$ cat src/rtl/imem_loader.sv
// ============================================================================
// Module      : imem_loader
// Description : Write side of the instruction memory. It takes a stream of
//               program bytes, packs them little-endian into words and
//               writes the words to the text RAM starting at address 0.
// Revision    : 1.0 - initial release
// ============================================================================
`default_nettype none

module imem_loader #(
   parameter int N = 32,
   parameter int R = 6
) (
   input  logic         clk,
   input  logic         reset,
   input  logic         start,
   input  logic [R:0]   word_count,
   input  logic         byte_valid,
   input  logic [7:0]   byte_data,
   output logic         byte_ready,
   output logic         mem_we,
   output logic [R-1:0] mem_addr,
   output logic [N-1:0] mem_wdata,
   output logic         busy,
   output logic         done,
   output logic         cpu_hold
);

   localparam int B  = N / 8;
   localparam int IW = (B > 1) ? $clog2(B) : 1;
   localparam int RW = R + 1;

   localparam logic [R:0]    c_depth = {1'b1, {R{1'b0}}};
   localparam logic [IW-1:0] c_last  = IW'(B - 1);

   typedef enum logic [1:0] {
      S_IDLE    = 2'd0,
      S_COLLECT = 2'd1,
      S_WRITE   = 2'd2,
      S_DONE    = 2'd3
   } state_t;

   state_t          r_state;
   logic [R:0]      r_remain;
   logic [R-1:0]    r_addr;
   logic [IW-1:0]   r_idx;
   logic [N-1:0]    r_asm;

   logic            w_hs;
   logic [R:0]      w_count;
   logic [N-1:0]    w_asm_next;

   always_comb begin
      w_asm_next = r_asm;
      w_asm_next[8*r_idx +: 8] = byte_data;
   end

   // Saturate so the address counter can never wrap onto address 0.
   assign w_count  = (word_count > c_depth) ? c_depth : word_count;
   assign w_hs     = (r_state == S_COLLECT) && byte_valid && byte_ready;
   assign cpu_hold = busy;

   always_ff @(posedge clk or posedge reset) begin
      if (reset) begin
         r_state    <= S_IDLE;
         r_remain   <= '0;
         r_addr     <= '0;
         r_idx      <= '0;
         r_asm      <= '0;
         byte_ready <= 1'b0;
         mem_we     <= 1'b0;
         mem_addr   <= '0;
         mem_wdata  <= '0;
         busy       <= 1'b0;
         done       <= 1'b0;
      end else begin
         mem_we <= 1'b0;
         case (r_state)
            S_IDLE, S_DONE: begin
               if (start) begin
                  r_addr   <= '0;
                  r_idx    <= '0;
                  r_remain <= w_count;
                  if (w_count == '0) begin
                     r_state <= S_DONE;
                     done    <= 1'b1;
                  end else begin
                     r_state    <= S_COLLECT;
                     done       <= 1'b0;
                     busy       <= 1'b1;
                     byte_ready <= 1'b1;
                  end
               end
            end
            S_COLLECT: begin
               if (w_hs) begin
                  r_asm <= w_asm_next;
                  if (r_idx == c_last) begin
                     r_idx      <= '0;
                     r_state    <= S_WRITE;
                     byte_ready <= 1'b0;
                     mem_we     <= 1'b1;
                     mem_addr   <= r_addr;
                     mem_wdata  <= w_asm_next;
                  end else begin
                     r_idx <= r_idx + IW'(1);
                  end
               end
            end
            S_WRITE: begin
               r_addr   <= r_addr + R'(1);
               r_remain <= r_remain - RW'(1);
               if (r_remain == RW'(1)) begin
                  r_state <= S_DONE;
                  busy    <= 1'b0;
                  done    <= 1'b1;
               end else begin
                  r_state    <= S_COLLECT;
                  byte_ready <= 1'b1;
               end
            end
            default: r_state <= S_IDLE;
         endcase
      end
   end

endmodule

`default_nettype wire

$ cat config.mk
export PLATFORM = sky130hd
export DESIGN_NAME = imem_loader
export DESIGN_NICKNAME = d
export VERILOG_FILES = /design/src/rtl/imem_loader.sv
export SDC_FILE = /design/constraint.sdc
export NUM_CORES = 1
export LEC_CHECK = 0
export ABC_AREA = 1
export CORE_UTILIZATION = 45
export CTS_BUF_LIST = sky130_fd_sc_hd__clkbuf_8
export DETAILED_ROUTE_END_ITERATION = 6
export GPL_TIMING_DRIVEN = 0
export PLACE_DENSITY_LB_ADDON = 0.12
export SLEW_MARGIN = 15
export SYNTH_ARGS = -nofsm -noshare
export SYNTH_HDL_FRONTEND = slang
export SYNTH_SLANG_ARGS = --single-unit
$ cat constraint.sdc
create_clock -name clk -period 6.7 [get_ports clk]
set_input_delay 0.67 -clock clk [delete_from_list [all_inputs] [get_ports clk]]
set_output_delay 0.67 -clock clk [all_outputs]
set_load 0.01 [all_outputs]
# After elaboration in Yosys (flattened, before gate mapping)
# Cells that the tools add are included.
# totals
output_inout_bits	43
in_bits	19
register_bits	91
elab_cells	75
# op_classes
muxes	31
n_lt_le_gt_ge	1
n_addsub	4
n_shift	2
eq_ne	11
reduce_logical	15
# op_table
operator	count
$neg A5 Y34	1
$shift A8 B34 Y32 const A	1
$shiftx A8 B34 Y32	1
$bwmux W32	1
$mux W2	8
$mux W7	2
$pmux W7 S2	1
$mux W1	12
$pmux W6 S2	1
$reduce_and A3 Y1	4
$ne A2 B2 Y1 const B	5
$eq A7 B1 Y1 const B	1
$gt A7 B7 Y1 const B	1
$logic_not A7 Y1	1
$sub A7 B1 Y7 const B	1
$add A6 B1 Y6 const B	1
$eq A2 B2 Y1 const B	3
$mux W6	1
$pmux W2 S3	1
$reduce_and A5 Y1	1
$pmux W1 S2	2
$pmux W2 S2	1
$reduce_and A2 Y1	2
$reduce_and A4 Y1	1
8 further kinds	10

# Longest topological paths before layout
# depth
word_depth	6
mapped_depth	10
depth_no_buf	10

# Worst setup path after synthesis
# Ideal clock, no wire load.
# synth_timing
path_type	reg2reg
from	reg r_idx[0]
to	reg mem_wdata[10]
required_ps	6573
path_stages_with_launch	7
path_buffers	1
slack_ps	4980
arrival_ps	1592
path_cell_list	dfrtp_1 -> buf_2 -> inv_1 -> ha_1 -> nand3_1 -> o22ai_1 -> mux2_1
# synth_between
elab_chain_cells	3
word_cells_on_any_way	6
cone_classes	1 x add/sub; 1 x eq/ne; 2 x shift; 1 x mux; 1 x reduce/logical
# synth_rtl
item	line	rtl
from (decl)	46	logic [IW-1:0] r_idx;
from (signal assigned)	106	r_idx <= r_idx + IW'(1);
$neg A5 Y34	55	w_asm_next[8*r_idx +: 8] = byte_data;
$shiftx A8 B34 Y32 / $shift A8 B34 Y32 (equally long branches)	55	
$bwmux W32	55	
to (signal assigned)	104	mem_wdata <= w_asm_next;
to (decl)	23	output logic [N-1:0] mem_wdata,
# Several ways; a longest one is shown, not always the timed one.
# A chain may end at the register's enable or synchronous reset.

# Worst setup path after layout
# layout_timing
from	reg r_idx[0]
to	reg r_asm[31]
# layout_between
elab_chain_cells	3
word_cells_on_any_way	4
cone_classes	1 x add/sub; 2 x shift; 1 x mux
# layout_rtl
item	line	rtl
$neg A5 Y34 (*)	55	
$shiftx A8 B34 Y32 / $shift A8 B34 Y32 (equally long branches)	55	
$bwmux W32 (*)	55	
to (signal assigned)	97	r_asm <= w_asm_next;
to (decl)	47	logic [N-1:0] r_asm;
# Every way passes the cells marked *; elsewhere a longest branch is shown, timed or not.

==> metrics.md <==
| Metric | Value |
|---|---|
| Hold Path Depth | `2` |
| #FFs+latches synth | `91` |
| Skew final | `0.0113 ns` |
| CTS resizes | `0` |
| Period minus WS final | `between 2 and 2.5 ns` |
| Die Area | `0.0103 mm2` |
| Drt first-iter violations | `205` |
| Post-synth top flop | `dfrtp_1` |
| Clk_lat worst skew | `0.36 ns` |
| Worst-Margin Slew | `0.536 ns` |
| DR pass1 iterations | `5` |
| Fill cell count | `between 800 and 900` |
| Initial Util | `a little under half` |
| Routed wire length | `10600 um` |
| Clk slew on worst S/H paths | `0.10 ns` |
| Antenna diodes | `0` |
| H-tree levels | `3` |
| Sw power | `833 uW` |
| Crit. End Element | `flop` |
| Nets | `631` |
| Chip height | `101 um` |
| Max cap viols | `0` |
| DR DRC count | `0` |
| CTS tree | `done` |
| Combinational share of power | `42.9%` |
| Num CTS Buffers | `9` |
| Vias per Instance | `5.22` |
| P_leak | `0.00270 uW` |
| Multi-input logic area | `0.00174 mm2` |
| First-pass GRT wire length | `17800 um` |
| Final period utilization | `between 30% and 40%` |
| CTS Hold Bufs | `0` |
| Antenna Nets Post-Route | `0` |
| Via count | `3824` |
| Net count after synthesis | `roughly 560` |
| Overall routing resource usage | `22.6%` |
| DP Cell Count | `approximately 720` |
| Placer Congestion | `0.903` |
| Row Count | `35` |
| HPWL after DPL | `7670 um` |
| Power per Cell Area | `387 mW/mm2` |
| Post-synthesis sequential area ratio | `51.4%` |
| EDFF count, synth | `0` |
| Post-CTS Setup Inserts | `0` |
| Fin util | `58.1%` |
| Internal power | `1280 uW` |
| Total Negative Setup Slacks | `0 ns` |
| Sw frac | `approximately two fifths` |
| Die width | `101 um` |
| Core Region | `around 0.0094 mm2` |
| IO Count | `62` |
| WL/cell | `14.4 um` |
| CP startpoint kind | `flop` |
| Largest net degree at the start of global routing | `52` |
| PortBufs | `61` |
| Setup CP Type | `reg -> reg` |
| Fin. max-slew vios | `0` |
| Post-DP Area | `0.00524 mm2` |
| Non-filler cells, final | `733` |
| Layout cells sized above 1 | `7.45%` |
| Clock Power Share | `roughly 19%` |
| Max Fclk | `roughly 450 MHz` |
| Ys Warns | `0` |
| Vias in the first global route | `~3600` |
| Sequential cell area | `0.00228 mm2` |
| Post-synth ARST share | `100%` |
| Final Hold Viols | `0` |
| RSZ-0062 raised after global routing | `no` |
| Cell variety after synth | `29` |
| Cells after Synth | `about 530` |
| Worst Path Required | `6.99 ns` |
| Worst Path Max Fanout | `10` |
| Syn avg cell area | `8.41 um2` |
| CTS sink cnt | `roughly 90` |
| Max-slew headroom | `64.3%` |
| Sequential Power Share | `37.7%` |
| HP Class | `reg -> reg` |
| Design Power | `2110 uW` |
| Cell area after synthesis | `0.00443 mm2` |
| Arrival @ worst endpoint | `2.52 ns` |
| Finished Cell Area | `0.00545 mm2` |
| Peak VDD IR | `about 0.00019 V` |
| R2R cell count | `8` |
| Status | `complete, no violations` |
| Initial antenna violation count | `0` |
| Most frequent cells in the layout | `nand2_1, dfrtp_1, inv_1` |
| Commonest non-fill, non-tap cell in the layout | `nand2_1` |
| GRT overflow | `0` |
| Root Buffer | `clkbuf_8` |
| Layout area overhead | `22.9%` |
| CTS Buffer Depth | `2` |
| Setup violators final | `0` |
-- cell families (layout without fill, tap and decap cells) --
group	after synthesis	after routing	synth area share (%)
buffers and inverters	97	174	9.43
DFF	91	91	51.4
muxes	10	10	2.54
and+or+nand+nor	200	200	18.8
adders and majority gates	12	12	3.39
AOI/OAI and AO/OA	117	117	14.5
-- stage by stage --
step                      setup WS, ns  hold WS (ns)
after floorplan                   3.67         0.448
after global placement            2.16         0.467
after detailed placement          4.41         0.478
after CTS                         4.52         0.498
after global routing              4.26         0.514
final                             4.48         0.494
-- registers in the layout, indices dropped and copies added, names as in the netlist --
signal / cells
mem_wdata: 32
r_idx: 2
r_state: 2
mem_addr: 6
mem_we: 1
r_addr: 6
busy: 1
r_remain: 7
r_asm: 32
byte_ready: 1
done: 1
-- layout make-up --
type,instances,area share (%)
Clock inverter,6,1.65
Sequential cell,91,41.8
Clock buffer,9,2.27
Inverter,74,5.14
Timing Repair Buffer,62,11.7
Tap cell,129,2.96
Buffer,23,2.57
Multi-Input combinational cell,339,31.9
-- power groups by stage --
stage	combinational [uW]	clock, uW	sequential, uW
global placement	879	0	802
CTS	904	417	796
global route	1020	443	815
floorplan	567	0	818
detailed placement	900	0	806
finish	906	409	796
-- synthesized netlist by cell type, types with 7 or more instances --
library cell / number / area, um2
nand2_1: 146 / 548
o22ai_1: 33 / 206
buf_2: 9 / 45.0
ha_1: 12 / 150
inv_1: 72 / 270
a21oi_1: 9 / 45.0
nor2_1: 22 / 82.6
o21ai_0: 65 / 325
dfrtp_1: 91 / 2280
nand3_1: 23 / 115
clkbuf_1: 7 / 26.3
-- worst max-delay path, cell delays in order, from the launching register on --
cell and delay [ns]:
dfrtp_1 0.41, buf_2 0.25, inv_1 0.16, ha_1 0.36, inv_1 0.13, nand3_1 0.32
o22ai_1 0.37, nand2_1 0.07, o21ai_0 0.08
-- routing by layer --
metal	global-route usage, %	wire length (um)	up-vias
met2	33.6	4740	131
met3	5.31	803	9
li1	-	-	1853
met5	0	0	-
met4	6.47	107	0
met1	32.8	4920	1831
-- path summary, 6_finish.rpt --
path	start	slack (ns)	to
worst max-delay path	r_idx[0]$_DFFE_PP0P_	4.48	r_asm[31]$_DFFE_PP0P_
worst min-delay path	done$_DFFE_PP0P_	0.49	done$_DFFE_PP0P_
worst max register to register	r_idx[0]$_DFFE_PP0P_	4.48	r_asm[31]$_DFFE_PP0P_
worst min register to register	done$_DFFE_PP0P_	0.49	done$_DFFE_PP0P_
max in group asynchronous	reset	5.37	r_asm[29]$_DFFE_PP0P_
min in group asynchronous	reset	0.70	byte_ready$_DFFE_PP0P_
Power figures use the tool's default switching activity.
